<file path="src/rtl/streamer_pkg.sv">
// streamer_pkg
//   Shared types and constants for the SRAM read streamer and its FIFO.
//   - stream_state_t : sequencer state (IDLE / RUN)
//   - FIFO_DEPTH     : entries in the read-data skid FIFO
//   - FIFO_OCC_W     : width of the FIFO occupancy count (0..FIFO_DEPTH)
//   - streamer_dbg_t : debug snapshot of the sequencer (state, pending read, occupancy)
package streamer_pkg;

    typedef enum logic [0:0] {
        IDLE = 1'b0,
        RUN  = 1'b1
    } stream_state_t;

    localparam int FIFO_DEPTH = 2;
    localparam int FIFO_OCC_W = $clog2(FIFO_DEPTH + 1);

    typedef struct packed {
        stream_state_t         state;
        logic                  pend;
        logic [FIFO_OCC_W-1:0] occ;
    } streamer_dbg_t;

endpackage

</file>
<file path="src/rtl/skid_fifo2.sv">
// skid_fifo2
//   Two-entry first-word-fall-through FIFO used to absorb SRAM read data
//   while the downstream consumer stalls.
//   Ports:
//     clk, rst_n  : clock, synchronous active-low reset (empties FIFO, zeroes storage)
//     i_push      : write i_data at the edge (ignored when full without a pop)
//     i_data      : write data
//     i_pop       : remove head at the edge (ignored when empty)
//     o_data      : head entry (0 after reset)
//     o_empty     : no entries
//     o_occ       : number of entries, 0..2
//   Push and pop in the same cycle while full is accepted; occupancy is unchanged.
module skid_fifo2
    import streamer_pkg::*;
#(
    parameter int DWIDTH = 56
) (
    input  logic                  clk,
    input  logic                  rst_n,
    input  logic                  i_push,
    input  logic [DWIDTH-1:0]     i_data,
    input  logic                  i_pop,
    output logic [DWIDTH-1:0]     o_data,
    output logic                  o_empty,
    output logic [FIFO_OCC_W-1:0] o_occ
);

    logic [DWIDTH-1:0]     r_mem [FIFO_DEPTH];
    logic                  r_wr_ptr;
    logic                  r_rd_ptr;
    logic [FIFO_OCC_W-1:0] r_occ;

    logic w_full;
    logic w_do_pop;
    logic w_do_push;

    assign o_empty   = (r_occ == '0);
    assign w_full    = (r_occ == FIFO_OCC_W'(FIFO_DEPTH));
    assign w_do_pop  = i_pop && !o_empty;
    // A pop in the same cycle frees the slot the push is about to use.
    assign w_do_push = i_push && (!w_full || w_do_pop);

    assign o_data = r_mem[r_rd_ptr];
    assign o_occ  = r_occ;

    always_ff @(posedge clk) begin
        if (!rst_n) begin
            for (int i = 0; i < FIFO_DEPTH; i++) begin
                r_mem[i] <= '0;
            end
            r_wr_ptr <= 1'b0;
            r_rd_ptr <= 1'b0;
            r_occ    <= '0;
        end else begin
            if (w_do_push) begin
                r_mem[r_wr_ptr] <= i_data;
                r_wr_ptr        <= ~r_wr_ptr;
            end
            if (w_do_pop) begin
                r_rd_ptr <= ~r_rd_ptr;
            end
            case ({w_do_push, w_do_pop})
                2'b10:   r_occ <= r_occ + FIFO_OCC_W'(1);
                2'b01:   r_occ <= r_occ - FIFO_OCC_W'(1);
                default: r_occ <= r_occ;
            endcase
        end
    end

endmodule

</file>
<file path="src/rtl/sram_streamer.sv">
// sram_streamer
//   Walks a contiguous SRAM address range after a start command and presents
//   the words, in order, on a valid/ready stream. The SRAM has a fixed
//   one-cycle registered read latency; a 2-entry FIFO absorbs it so the stream
//   runs at one word per cycle and survives arbitrary backpressure.
//   Ports:
//     clk, rst_n   : clock, synchronous active-low reset
//     start        : launch a burst (sampled only in IDLE)
//     base_addr    : first word address, latched on accepted start
//     count        : words in burst, 0..2^AWIDTH, latched on accepted start
//     busy         : burst in progress
//     done         : one-cycle pulse when a burst completes (also for count 0)
//     sram_addr_r  : read address to the SRAM
//     sram_data_i  : SRAM read data, valid the cycle after the address
//     m_valid/m_ready/m_data : output stream
//     o_dbg        : debug snapshot (state, pending read, FIFO occupancy)
//
//   Stream handshake: a word transfers at a rising edge where m_valid and
//   m_ready are both high. Once m_valid rises, m_valid and m_data hold until
//   that transfer. m_valid never depends combinationally on m_ready.
module sram_streamer
    import streamer_pkg::*;
#(
    parameter int DWIDTH = 56,
    parameter int AWIDTH = 8
) (
    input  logic              clk,
    input  logic              rst_n,
    input  logic              start,
    input  logic [AWIDTH-1:0] base_addr,
    input  logic [AWIDTH:0]   count,
    output logic              busy,
    output logic              done,
    output logic [AWIDTH-1:0] sram_addr_r,
    input  logic [DWIDTH-1:0] sram_data_i,
    output logic              m_valid,
    input  logic              m_ready,
    output logic [DWIDTH-1:0] m_data,
    output streamer_dbg_t     o_dbg
);

    stream_state_t r_state;
    stream_state_t w_state_nxt;

    logic [AWIDTH-1:0] r_addr;
    logic [AWIDTH:0]   r_count;
    logic [AWIDTH:0]   r_issued;
    logic [AWIDTH:0]   r_accepted;
    logic              r_pend;
    logic              r_done;

    logic                  w_empty;
    logic [FIFO_OCC_W-1:0] w_occ;
    logic                  w_pop;
    logic                  w_accept;
    logic                  w_zero_start;
    logic                  w_last_pop;
    logic                  w_issue;
    logic [2:0]            w_fill;

    assign w_pop = m_valid && m_ready;

    // FIFO slots already claimed: resident words plus the read in flight.
    // The pop term lets issue continue in the cycle m_ready returns.
    assign w_fill = {1'b0, w_occ} + {2'b0, r_pend};

    always_comb begin
        w_state_nxt  = r_state;
        w_accept     = 1'b0;
        w_zero_start = 1'b0;
        w_last_pop   = 1'b0;
        w_issue      = 1'b0;
        case (r_state)
            IDLE: begin
                if (start && (count != '0)) begin
                    w_accept    = 1'b1;
                    w_state_nxt = RUN;
                end else if (start) begin
                    w_zero_start = 1'b1;
                end
            end
            RUN: begin
                w_issue    = (r_issued < r_count) && (w_fill < (3'd2 + {2'b0, w_pop}));
                w_last_pop = w_pop && (r_accepted == (r_count - (AWIDTH+1)'(1)));
                if (w_last_pop) begin
                    w_state_nxt = IDLE;
                end
            end
            default: w_state_nxt = IDLE;
        endcase
    end

    always_ff @(posedge clk) begin
        if (!rst_n) begin
            r_state <= IDLE;
        end else begin
            r_state <= w_state_nxt;
        end
    end

    always_ff @(posedge clk) begin
        if (!rst_n) begin
            r_addr     <= '0;
            r_count    <= '0;
            r_issued   <= '0;
            r_accepted <= '0;
            r_pend     <= 1'b0;
            r_done     <= 1'b0;
        end else begin
            r_done <= w_last_pop || w_zero_start;
            r_pend <= w_issue;
            if (w_accept) begin
                r_addr     <= base_addr;
                r_count    <= count;
                r_issued   <= '0;
                r_accepted <= '0;
            end else begin
                if (w_issue) begin
                    // Wraps modulo 2^AWIDTH at the top of the array.
                    r_addr   <= r_addr + AWIDTH'(1);
                    r_issued <= r_issued + (AWIDTH+1)'(1);
                end
                if (w_pop) begin
                    r_accepted <= r_accepted + (AWIDTH+1)'(1);
                end
            end
        end
    end

    skid_fifo2 #(
        .DWIDTH (DWIDTH)
    ) u_fifo (
        .clk     (clk),
        .rst_n   (rst_n),
        .i_push  (r_pend),
        .i_data  (sram_data_i),
        .i_pop   (w_pop),
        .o_data  (m_data),
        .o_empty (w_empty),
        .o_occ   (w_occ)
    );

    assign m_valid     = !w_empty;
    assign busy        = (r_state == RUN);
    assign done        = r_done;
    assign sram_addr_r = r_addr;

    assign o_dbg.state = r_state;
    assign o_dbg.pend  = r_pend;
    assign o_dbg.occ   = w_occ;

endmodule

</file>
<file path="config.mk">
export PLATFORM = sky130hd
export DESIGN_NAME = sram_streamer
export DESIGN_NICKNAME = d
export VERILOG_FILES = /design/src/rtl/streamer_pkg.sv /design/src/rtl/skid_fifo2.sv /design/src/rtl/sram_streamer.sv
export SDC_FILE = /design/constraint.sdc
export NUM_CORES = 1
export LEC_CHECK = 0
export BUFFER_PORTS_ARGS = -buffer_cell sky130_fd_sc_hd__clkbuf_2
export CELL_PAD_IN_SITES_DETAIL_PLACEMENT = 0
export CELL_PAD_IN_SITES_GLOBAL_PLACEMENT = 1
export CORE_MARGIN = 2
export CORE_UTILIZATION = 25
export CTS_CLUSTER_SIZE = 12
export DETAILED_ROUTE_END_ITERATION = 8
export GPL_TIMING_DRIVEN = 0
export MAX_ROUTING_LAYER = met4
export PLACE_DENSITY_LB_ADDON = 0.1
export SYNTH_ARGS = -nofsm -noshare
export SYNTH_HDL_FRONTEND = slang
export SYNTH_SLANG_ARGS = --single-unit
</file>
<file path="constraint.sdc">
create_clock -name clk -period 14.6 [get_ports clk]
set_input_delay 1.46 -clock clk [delete_from_list [all_inputs] [get_ports clk]]
set_output_delay 1.46 -clock clk [all_outputs]
set_load 0.01 [all_outputs]
</file>
# Word-level counts from Yosys, hierarchy flattened
# Memory sizes are Yosys's and may differ from the RTL's. A register that Yosys moved wholly into a read port is not among the register bits.
# Cells that the tools add are included.
# word_totals
ramBits	112
memories	1
output_inout_bits	71
regBits	42
# classes
magnitude_cmp	2
n_mux	21
reduce_logical	16
n_bitwise	4
n_addsub	8
eq_ne	4
# memory_table
memory	depth	width	read_ports	rd_clocked_by_memory_dff	wr	line_no	source
u_fifo.r_mem	2	56	1	1	2	skid_fifo2.sv:28	logic [DWIDTH-1:0] r_mem [FIFO_DEPTH];
# op_table
op	n
$mux 56	1
$reduce_or 56->1	1
$add 9x1->9 const B	2
$mux 1	16
$mux 8	2
$eq 9x9->1	1
$lt 9x9->1	1
$reduce_bool 9->1	1
$sub 9x1->9 const B	1
$add 8x1->8 const B	1
$logic_and 1x1->1	6
$eq 2x2->1 const B	2
$not 1->1	4
$pmux 2 s2	1
$reduce_bool 2->1	2
$add 2x1->3	1
$add 2x1->3 const A	1
$lt 3x3->1	1
$add 2x1->2 const B	1
$eq 2x1->1 const B	1
$logic_not 1->1	2
$logic_not 2->1	1
$logic_or 1x1->1	2
$pmux 1 s2	1
2 further kinds	2

# Logic depth before layout (Yosys ltp)
# logic_depth
depth_word	11
ltp_mapped	9

# Hierarchy
# A second synthesis with hierarchy kept.
# hier_totals
cells_unflattened	595
hier_area_um2	7383.3
# modules_own_cells
mod	cells_each	instances	seq_area_each_um2	area_each_um2
skid_fifo2	332	1	3463.3	5161.2
sram_streamer	263	1	760.7	2222.1

# Worst setup path before layout
# OpenSTA, ideal clock, no wires.
# synth_timing
kind	input to register
startpoint	in m_ready
endpoint	mem u_fifo.r_mem[0][0] (enable)
setup_slack_ns	8.430
stages	3
arrival_time_ns	5.623
required_time_ns	14.053
cell_sequence	o31a_1 inv_1 o21ai_0
# synth_lines
item	line_no	source
start, declared	sram_streamer.sv:37	input logic m_ready,
end, declared	skid_fifo2.sv:28	

==> run_results.csv <==
group,metric,value,unit
outcome,status,"completed",
synth,yosysTopAreaCell,"edfxtp_1",
cts,clock-sinks,155,
global_route,grt_max_degree,57,
layout,finalNonFillerCells,1160,
routing,routed_via_density,4.32,
synth,synth_cells,595,
synth,yosysSeqAreaShare,0.583,
timing,skew,0.0104,ns
layout,antennaDiodeCount,0,
cts,worst_setup_hold_path_clk_slew,0.07,ns
cts,cts_root_buffer,"clkbuf_16",
synth,yosys-top-cells-area,"edfxtp_1, dfxtp_1, and2_1, mux2_2, ha_1",
floorplan,row_count,62,
cts,cts_max_path_buffers,2,
synth,netlist_area,0.00725,mm2
place,gp_congestion,0.749,
worst_setup_path,slowest_stage,"clkbuf_1",
floorplan,ioPinCount,148,
synth,synth_top_cell_area_share,0.464,
global_route,grt_use_total,0.130,
power_and_ir_drop,power_frac_comb,0.153,
power_and_ir_drop,internal-power,0.834,mW
worst_setup_path,critPathTopFamily,"buffers and inverters",
routing,vias,5007,
cts,cts.htree.levels,4,
global_route,overflow,0,
power_and_ir_drop,p_sw_frac,0.271,
power_and_ir_drop,p_clk_frac,0.403,
synth,yosysWarnings,0,
place,portBuffers,147,
worst_setup_path,crit_type,"reg -> out",
synth,synth.most_common_cell,"and2_1",
synth,ys_ff_latch,155,
worst_setup_path,rr_worst_depth,7,
timing,final.min_clock_period,3.81,ns
worst_setup_path,cp.depth,4,
routing,final_antenna_net_count,0,
cts,numCtsBuffers,17,
power_and_ir_drop,p_sw,0.310,mW
floorplan,start_util,0.253,
power_and_ir_drop,power_density,125,mW/mm2
hold_path,holdPathStages,2,
place,dp_hpwl,13700,um
worst_setup_path,cp.required,13.14,ns
floorplan,core,0.0286,mm2
synth,async_flop_share,0,
worst_setup_path,rrSetupSlack,11.97,ns
cts,cts-resized-gates,0,
cts,cts_tree,"yes",
hold_path,hold_class,"reg -> reg",
floorplan,die-area,0.0304,mm2
synth,avgSynthCellArea,12.2,um2
timing,period_share,0.261,
timing,hold_viol,0,
worst_setup_path,startpoint_type,"flop",
synth,synth.top_cells.by_count,"and2_1, edfxtp_1, mux2_2",
layout,finalNetCount,855,
power_and_ir_drop,ir_worst_vdd,0.0612,mV
global_route,grt_pass1_vias,5215,
synth,synthFlopType,"edfxtp_1",
timing,worst_pin_slew,0.898,ns
layout,area_delta_synth_final,26.2,%
synth,ys_types,50,
global_route,antenna_found_initial,0,
cts,ctsHoldBuffers,0,
routing,remaining_drc_errors,0,
worst_setup_path,crit_path_frequent_cell,"clkbuf_1",
worst_setup_path,slowest_delay,0.56,ns
routing,drt_wl_total,18900,um
routing,wl_per_cell,16.3,um
routing,drtPass1Iterations,4,
flow_run,drv_cap,0,
synth,synth_edf_count,112,
power_and_ir_drop,p_leak,3.60,nW
worst_setup_path,crit_arrival,2.35,ns
timing,relSlewSlack,0.399,
global_route,grt_first_pass_wirelength,29200,um
layout,fillers,2913,
synth,synth_nets,687,
timing,rsz0062_at_grt,"no",
routing,drt-initial-drc-count,179,
floorplan,die_w,174,um
power_and_ir_drop,power_frac_seq,0.445,
place,placed_cells,1128,
worst_setup_path,path_buf_inv,3,
timing,setup_viol,0,
floorplan,die_h,174,um
cts,post-cts-setup-buffers,0,
timing,drv_slew,0,
worst_setup_path,cp_max_fo,10,
timing,fin_tns_setup,0,ns
worst_setup_path,crit_chain,"clkbuf_1, clkbuf_1, mux2_2, clkbuf_2",
worst_setup_path,crit_path_end_kind,"primary output",
cts,clock_latency,0.42,ns
layout,layout-drive-gt1-share,0.331,
timing,fmax,262,MHz
==> power groups by stage <==
| stage | registers [mW] | clock network (mW) | logic, mW |
|---|---|---|---|
| 2_1_floorplan | 0.518 | 0 | 0.106 |
| 3_3_place_gp | 0.522 | 0 | 0.176 |
| 3_5_place_dp | 0.519 | 0 | 0.179 |
| 4_1_cts | 0.509 | 0.474 | 0.180 |
| 5_1_grt | 0.512 | 0.489 | 0.194 |
| 6_report | 0.509 | 0.461 | 0.175 |
==> layer usage <==
| metal | GRT usage | share of wire | vias to the layer above |
|---|---|---|---|
| met2 | 0.221 | 0.51 | 112 |
| li1 | - | - | 2445 |
| met4 | 0.0392 | 0.012 | 0 |
| met5 | - | 0 | - |
| met3 | 0.0245 | 0.044 | 13 |
| met1 | 0.157 | 0.44 | 2437 |
==> placed cells by master, fill, tap and decap left out, types with 3 or more instances in the layout <==
| master | n |
|---|---|
| clkinv_4 | 3 |
| clkbuf_16 | 17 |
| clkbuf_1 | 26 |
| a31oi_1 | 4 |
| and2_1 | 119 |
| xor2_1 | 8 |
| edfxtp_1 | 112 |
| inv_1 | 12 |
| a2111oi_2 | 3 |
| a211oi_1 | 6 |
| o21ai_0 | 15 |
| a21boi_0 | 9 |
| nand4_1 | 5 |
| nand3_1 | 22 |
| xnor2_1 | 21 |
| nor2_1 | 20 |
| nor2b_1 | 4 |
| buf_4 | 3 |
| mux2_2 | 56 |
| a21oi_1 | 14 |
| dfxtp_1 | 43 |
| and3_1 | 4 |
| clkbuf_2 | 147 |
| nand2_1 | 28 |
| nor3_1 | 4 |
| inv_6 | 5 |
| or3_1 | 5 |
| ha_1 | 15 |
==> kinds of logic after synthesis <==
group	after synthesis	share of synthesized area
muxes	57	0.0884
buffers and inverters	46	0.0268
and+or+nand+nor	225	0.176
AOI/OAI and AO/OA	68	0.0644
xor gates and xnor gates	29	0.0351
DFF	155	0.583
adders and majority gates	15	0.0259
==> metrics by stage <==
stage / utilization / hold WS, ns / area (um2) / total power, mW / setup WS (ns)
after global routing: 0.319 / 0.529 / 9140 / 1.19 / 10.55
after global placement: 0.296 / 0.490 / 8460 / 0.697 / 5.35
after CTS: 0.319 / 0.505 / 9140 / 1.16 / 10.66
after detailed placement: 0.298 / 0.496 / 8540 / 0.698 / 10.93
after floorplan: - / 0.462 / 7250 / 0.624 / 8.43
final: 0.319 / 0.501 / 9140 / 1.14 / 10.79
==> sequential cells by signal, indices dropped and copies added (netlist names), named ones only <==
name / count
u_fifo.r_mem: 112
r_accepted: 9
r_count: 9
r_issued: 9
sram_addr_r: 8
u_fifo.o_occ: 2
busy: 1
done: 1
r_pend: 1
u_fifo.r_rd_ptr: 1
u_fifo.r_wr_ptr: 1
==> final cells by class <==
| type | count | area, um2 | share of cell area |
|---|---|---|---|
| Buffer | 33 | 145 | 0.0159 |
| Clock buffer | 18 | 429 | 0.0469 |
| Clock inverter | 14 | 176 | 0.0193 |
| Inverter | 13 | 48.8 | 0.00534 |
| Multi-Input combinational cell | 394 | 2850 | 0.311 |
| Sequential cell | 155 | 4220 | 0.462 |
| Tap cell | 384 | 480 | 0.0526 |
| Timing Repair Buffer | 149 | 791 | 0.0865 |
==> worst paths after layout <==
path,from,endpoint
setup / recovery,flop,m_data[44]
hold / removal,r_issued[8],r_issued[8]
setup reg to reg,u_fifo.o_occ[0],sram_addr_r[3]
hold reg to reg,r_issued[8],r_issued[8]
==> worst min-delay path: stages, from the launching register on <==
cell and delay, ns:
dfxtp_1 0.33, nand3_1 0.07, mux2i_1 0.06
Note: power is estimated with default switching activity, not from simulation.
